===== config.mk =====
export PLATFORM = sky130hd
export DESIGN_NAME = mem_arb4
export DESIGN_NICKNAME = d
export VERILOG_FILES = /design/src/rtl/mem_arb4.sv
export SDC_FILE = /design/constraint.sdc
export NUM_CORES = 1
export LEC_CHECK = 0
export ABC_AREA = 1
export CAP_MARGIN = 30
export CELL_PAD_IN_SITES_DETAIL_PLACEMENT = 0
export CELL_PAD_IN_SITES_GLOBAL_PLACEMENT = 1
export CORE_MARGIN = 2
export CORE_UTILIZATION = 28
export CTS_CLUSTER_DIAMETER = 40
export DETAILED_ROUTE_END_ITERATION = 8
export GPL_TIMING_DRIVEN = 1
export PLACE_DENSITY_LB_ADDON = 0.12
export RECOVER_POWER = 50
export SLEW_MARGIN = 20
export SYNTH_ARGS = -nofsm -noshare
export SYNTH_HDL_FRONTEND = slang
export SYNTH_SLANG_ARGS = --single-unit

===== constraint.sdc =====
create_clock -name clk -period 2.4 [get_ports clk]
set_input_delay 0.48 -clock clk [delete_from_list [all_inputs] [get_ports clk]]
set_output_delay 0.48 -clock clk [all_outputs]
set_load 0.005 [all_outputs]

===== src/rtl/mem_arb4.sv =====
// Round-robin arbiter that shares one single-port 16-bit memory among four requesters.
// Each grant is a one-cycle issue, then for reads a fixed-latency wait and one return pulse.
module mem_arb4 #(
    parameter int LAT = 1,
    parameter int AW  = 15
) (
    input  logic          clk,
    input  logic          rst,
    input  logic [3:0]    req,
    input  logic [3:0]    we,
    input  logic [AW-1:0] addr0,
    input  logic [AW-1:0] addr1,
    input  logic [AW-1:0] addr2,
    input  logic [AW-1:0] addr3,
    input  logic [15:0]   wdata0,
    input  logic [15:0]   wdata1,
    input  logic [15:0]   wdata2,
    input  logic [15:0]   wdata3,
    output logic [3:0]    gnt,
    output logic [3:0]    rvalid,
    output logic [15:0]   rdata,
    output logic          mem_en,
    output logic          mem_we,
    output logic [AW-1:0] mem_addr,
    output logic [15:0]   mem_wdata,
    input  logic [15:0]   mem_rdata
);

    typedef enum logic [1:0] {IDLE, ISSUE, WAIT} state_t;

    localparam logic [2:0] WAIT_INIT = 3'(LAT - 1);

    state_t        state, state_nx;
    logic [1:0]    ptr;
    logic [1:0]    owner;
    logic [2:0]    cnt;
    logic [1:0]    win;
    logic          found;
    logic [AW-1:0] sel_addr;
    logic [15:0]   sel_wdata;

    // Scan from ptr upward; the lowest offset that is requesting wins.
    always_comb begin
        win   = ptr;
        found = 1'b0;
        for (int k = 3; k >= 0; k--) begin
            if (req[ptr + 2'(k)]) begin
                win   = ptr + 2'(k);
                found = 1'b1;
            end
        end
    end

    always_comb begin
        case (win)
            2'd0:    begin sel_addr = addr0; sel_wdata = wdata0; end
            2'd1:    begin sel_addr = addr1; sel_wdata = wdata1; end
            2'd2:    begin sel_addr = addr2; sel_wdata = wdata2; end
            default: begin sel_addr = addr3; sel_wdata = wdata3; end
        endcase
    end

    always_ff @(posedge clk or posedge rst) begin
        if (rst) state <= IDLE;
        else     state <= state_nx;
    end

    // mem_we is only high in ISSUE, so it doubles as the read/write flag there.
    always_comb begin
        state_nx = state;
        case (state)
            IDLE:    if (found) state_nx = ISSUE;
            ISSUE:   state_nx = mem_we ? IDLE : WAIT;
            WAIT:    if (cnt == 3'd0) state_nx = IDLE;
            default: state_nx = IDLE;
        endcase
    end

    always_ff @(posedge clk or posedge rst) begin
        if (rst) begin
            ptr       <= 2'd0;
            owner     <= 2'd0;
            cnt       <= 3'd0;
            gnt       <= 4'd0;
            rvalid    <= 4'd0;
            rdata     <= 16'd0;
            mem_en    <= 1'b0;
            mem_we    <= 1'b0;
            mem_addr  <= '0;
            mem_wdata <= 16'd0;
        end else begin
            gnt    <= 4'd0;
            rvalid <= 4'd0;
            mem_en <= 1'b0;
            case (state)
                IDLE: begin
                    if (found) begin
                        owner     <= win;
                        ptr       <= win + 2'd1;
                        mem_addr  <= sel_addr;
                        mem_wdata <= sel_wdata;
                        mem_we    <= we[win];
                        mem_en    <= 1'b1;
                        gnt       <= 4'b0001 << win;
                    end
                end
                ISSUE: begin
                    mem_we <= 1'b0;
                    if (!mem_we) cnt <= WAIT_INIT;
                end
                WAIT: begin
                    if (cnt != 3'd0) begin
                        cnt <= cnt - 3'd1;
                    end else begin
                        rdata  <= mem_rdata;
                        rvalid <= 4'b0001 << owner;
                    end
                end
                default: ;
            endcase
        end
    end

endmodule


### After elaboration in Yosys (flattened, before gate mapping)

Cells that the tools add are included.

* muxes and demuxes: 35
* bitwise gates (word level): 1
* order comparisons: 5
* eq/ne operators: 8
* div/mod/pow operators: 0
* shift-type cells: 2
* reductions and logical operators: 11
* multipliers: 0
* $add $sub $neg: 5

Operator list (count)
* one-hot mux 16 bit (3 select lines): 1
* one-hot mux 15 bit (3 select lines): 1
* 2-to-1 mux 4 bit: 4
* < comparator 2 x 3 -> 1 bit, second input constant: 5
* 2-to-1 mux 2 bit: 7
* 2-to-1 mux 1 bit: 12
* binary-select mux 1 bit (select 2 bit): 5
* inequality test 2 bit, second input constant: 4
* AND reduction 2 bit: 4
* left shift 1 x 2 -> 4 bit, first input constant: 2
* 2-to-1 mux 3 bit: 2
* one-hot mux 2 bit (3 select lines): 1
* one-hot mux 3 bit (2 select lines): 1
* adder 2 x 1 -> 2 bit, second input constant: 2
* adder 2 bit, second input constant: 2
* == test 2 x 1 -> 1 bit, second input constant: 2
* == test 2 bit, second input constant: 2
* zero test 2 bit: 2
* nonzero test 2 bit: 2
* zero test 3 bit: 1
* AND reduction 3 bit: 1
* nonzero test 3 bit: 1
* subtractor 3 x 1 -> 3 bit, second input constant: 1
* one-hot mux 1 bit (2 select lines): 1
* NOT 1 bit: 1

* output and inout bits: 57
* memories: 0
* memory bits (writable): 0
* bits in registers: 66
* bits of input ports: 150
* ROM bits: 0
* bits in latches: 0

### Logic depth before layout (Yosys ltp)

* word-level depth: 11
* mapped depth: 18
* mapped depth without buffers: 15

### Least setup slack after synthesis

OpenSTA, ideal clock, no wires.

* kind: register to register
* from: register ptr[0]
* to: register mem_wdata[0]
* arrival time: 1.658 ns
* setup slack: 0.626 ns
* stages on the path, launching flop included: 17
* path buffers: 2
* path through: dfrtp_1 buf_6 inv_4 nand2_1 nand2_1 nand2_1 nand2_1 inv_2 nand3_1 nand2_2 nand2_4 clkbuf_1 nand3b_1 nand2_1 inv_2 nand2_1 nand2_1

* longest elaborated chain between the ends: 9
* elaborated cells between the ends (all ways): 24
* classes of those cells: add/sub: 3; eq/ne: 2; mux: 17; reduce/logical: 2

Ends and longest elaborated chain
* start, declared: RTL line 34 `logic [1:0] ptr;`
* start signal, assigned: RTL line 99 `ptr <= win + 2'd1;`
* adder 2 bit: RTL line 47, 48
* binary-select mux 1 bit (select 2 bit): RTL line 47 `if (req[ptr + 2'(k)]) begin`
* 2-to-1 mux 1 bit (implied by the code): RTL line 47
* 2-to-1 mux 2 bit (4 in series): RTL line 47
* == test 2 bit (tied with other cells): RTL line 55 `case (win)`
* one-hot mux 16 bit (3 select lines): RTL line 55
* end signal, assigned: RTL line 101 `mem_wdata <= sel_wdata;`
* end, declared: RTL line 25 `output logic [15:0] mem_wdata,`

Parallel ways exist; a longest one is shown, timed or not. The select of a mux whose other input is x is not followed.
A chain may end at the register's enable or synchronous reset.

### Final worst setup path

* from: register ptr[0]
* to: register mem_addr[5]

* longest elaborated chain between the ends: 9
* elaborated cells between the ends (all ways): 24
* classes of those cells: add/sub: 3; eq/ne: 2; mux: 17; reduce/logical: 2

Ends and longest elaborated chain
* adder 2 bit: RTL line 47, 48
* binary-select mux 1 bit (select 2 bit): RTL line 47
* 2-to-1 mux 1 bit (implied by the code): RTL line 47
* 2-to-1 mux 2 bit (4 in series): RTL line 47
* == test 2 bit (tied with other cells): RTL line 55
* one-hot mux 15 bit (3 select lines): RTL line 55
* end signal, assigned: RTL line 100 `mem_addr <= sel_addr;`
* end, declared: RTL line 24 `output logic [AW-1:0] mem_addr,`

Parallel ways exist; a longest one is shown, timed or not. The select of a mux whose other input is x is not followed.

==> results.md <==
* Ys Warns at 0
* Synth Area per Inst at 7.533 µm²
* Clk_lat worst skew at ~0.33 ns
* WHS Path Cells at 1
* Status: finished, final reports clean
* Slew Limit Fails at 0
* Post-synthesis sequential area ratio at 0.4060
* Routing usage on met1 at 0.1897
* Grt met2 use at 0.2993
* TritonCTS Buffers at 9
* Setup total negative slack at 0 ns
* Busiest grt layer: met2
* Min-delay worst type: flop to flop
* Top cell type's share of synthesized area at 0.4060
* P per Cell Area at between 1500 and 2000 nW/µm²
* Antenna cells at 0
* CTS clock-pin slew for the worst setup and hold paths at ~0.05 ns
* Number of global-route vias before repair at 4229
* Crit-path leading delay family: simple AND/OR/NAND/NOR gates
* First-pass GRT wire length at 21.22 mm
* Row cnt at 44
* GP Congestion at ~0.8
* EDFF count, synth at 0
* Maximum clock rate at between 400 and 500 MHz
* Worst vdd ir at 0.9497 mV
* HPWL Detailed at between 9 and 10 mm
* Maximum clock insertion buffer count at 2
* Crit path required time at 2.62 ns
* Io pins at 207
* Global Route Usage Sum at 0.1696
* Crit start category: flop
* Syn_nets at around 700
* Rel. slew slack at 0.3255
* Area Overhead vs Synth at 64.96%
* Mapped Area at 4068 µm²
* Die extent in x at ~120 µm
* Max cap viols at 0
* Worst-Margin Slew at 1.012 ns
* Synth cell types at 27
* Worst EP arrival at roughly 2.3 ns
* Final min period at 2.033 ns
* PortBufs at approximately 210
* CTS tree: done
* Unrepaired setup endpoints after global routing: no
* Post-CTS Setup Bufs at 0
* CP peak stage delay at roughly 0.49 ns
* Layout cells sized above 1 at 0.1075
* Crit path depth at 15
* Gr ovfl total at 0
* Drt pass-1 iters at 4
* Critical path type: flop to flop
* Synth top cells by count: nand2_1, nand3_1, dfrtp_1
* Initial Utilization at 0.2831
* Synth Register Bits at 66
* Met3 Usage GRT at 0.06572
* Clk root buf: clkbuf_16
* CP max-delay cell: dfrtp_2
* Largest net degree at the start of global routing at 77
* Worst path bufs/invs at 4
* Die H at 124.5 µm
* Most common cell in the netlist: nand2_1
* CP cell instances: inv_4 -> nand2_1 -> nand2_1 -> nand2_1 -> nand2_1 -> inv_2 -> nand3_1 -> nand2_2 -> nand2_4 -> buf_12 -> nand3b_1 -> nand2_1 -> inv_1 -> nand2_1 -> nand2_1
* Final worst-path cycle share at 0.8469
* WL final at approximately 13 mm
* Core area at about 14000 µm²
* Setup-failing EPs final at 0
* Avg Vias per Cell at between 4 and 5
* Synth Flop Type: dfrtp_1
* Worst r2r path cells at 15
* Hold Fails Final Rpt at 0
* Clock sink count at 66
* ANT nets after route at 0
* Synth async-reset ratio at 1.000
* Cells after synthesis at 540
* Biggest area consumer among synthesized cells: dfrtp_1
* Layout Skew at ~0.0052 ns
* WL/cell at 13.87 µm
* Max Fanout on Critical Path at 76
* Crit end category: flop
* Leak at approximately 0.0031 µW
* DRC viols at 0
* Die area at around 16000 µm²
* Hold_ws at 0.4542 ns
* Initial DRC Count at 162
* Worst path most repeated cell: nand2_1
* Htree depth at 3
* Fin nets at ~890
* Initial antenna violation count at 0
* Vias at 4190
* Synth top area cells: dfrtp_1, nand2_1, nand3_1
==> area by class of cell <==
type | instances | area (µm²)
clock buffer | 10 | 239.0
clock inverter | 5 | 78.83
fill | 1442 | 7659
inverter | 56 | 212.7
multi-input combinational | 382 | 1971
sequential | 66 | 1653
tap | 184 | 230.2
timing repair buffer | 225 | 2326
==> flip-flops by register name (all words and copies together) (netlist names) <==
register   count
mem_wdata     16
rdata         16
mem_addr      15
gnt            4
rvalid         4
cnt            3
owner          2
ptr            2
state          2
mem_en         1
mem_we         1
==> power by group <==
group	internal, µW	switching [µW]
Clock	929	479
Sequential	1670	287
Combinational	3220	4020
==> path summary, 6_finish.rpt <==
kind	startpoint	end	slack (ns)
setup reg to reg	ptr[0]$_DFFE_PP0P_	mem_addr[5]$_DFFE_PP0P_	0.37
min in group asynchronous	rst	mem_wdata[4]$_DFFE_PP0P_	0.71
setup / recovery	ptr[0]$_DFFE_PP0P_	mem_addr[5]$_DFFE_PP0P_	0.37
hold / removal	owner[0]$_DFFE_PP0P_	rvalid[2]$_DFF_PP0_	0.45
max in group asynchronous	rst	ptr[0]$_DFFE_PP0P_	1.38
hold reg to reg	owner[0]$_DFFE_PP0P_	rvalid[2]$_DFF_PP0_	0.45
==> stage by stage <==
step | worst slack, ns | power (µW) | area (µm²) | cells | utilization
after floorplan | 0.2652 | 6754 | 4068 | 540 | -
after global placement | 0.04237 | 9252 | 6395 | 913 | 0.4451
after detailed placement | 0.01304 | 9368 | 6395 | 913 | 0.4451
after CTS | 0.2370 | 10830 | 6713 | 928 | 0.4672
after global routing | 0.07077 | 11760 | 6710 | 928 | 0.4670
final | 0.3673 | 10600 | 6710 | 928 | 0.4670
==> per-layer routing <==
layer,share of wire,vias to the layer above
li1,-,2157
met1,0.41,1881
met2,0.49,139
met3,0.084,13
met4,0.016,0
met5,0,-
==> cells by family after synthesis <==
| logic type | share of synthesized area |
|---|---|
| adder cells (fa/ha/maj) | 0.006151 |
| AO/OA/AOI/OAI | 0.05014 |
| multiplexers | 0.04429 |
| buffers and inverters | 0.1095 |
| AND/OR/NAND/NOR | 0.3839 |
| flip-flops | 0.4060 |
==> layout by cell type, fill, tap and decap left out, types with 2 or more instances in the layout <==
master           instances
nand3b_1                33
dlygate4sd3_1            5
inv_1                   41
clkdlybuf4s50_1        201
nand3_2                  3
nor3_1                   5
nor2_1                   4
o21ai_0                 17
a21oi_1                  2
nand2_4                  3
nand3_1                105
nand2_2                  5
ha_1                     2
mux2_2                  16
clkbuf_16                9
buf_4                    8
o21ai_1                 19
inv_2                   14
buf_12                  10
dfrtp_1                 65
clkinv_2                 2
nor3_2                   3
nand2_1                161
bufinv_16                2
==> timing repair <==
item	4_1_cts	5_1_grt
hold buffers	0	0
resized for setup	0	1
setup endpoints to repair	0	7
(Power assumes the default switching activity.)
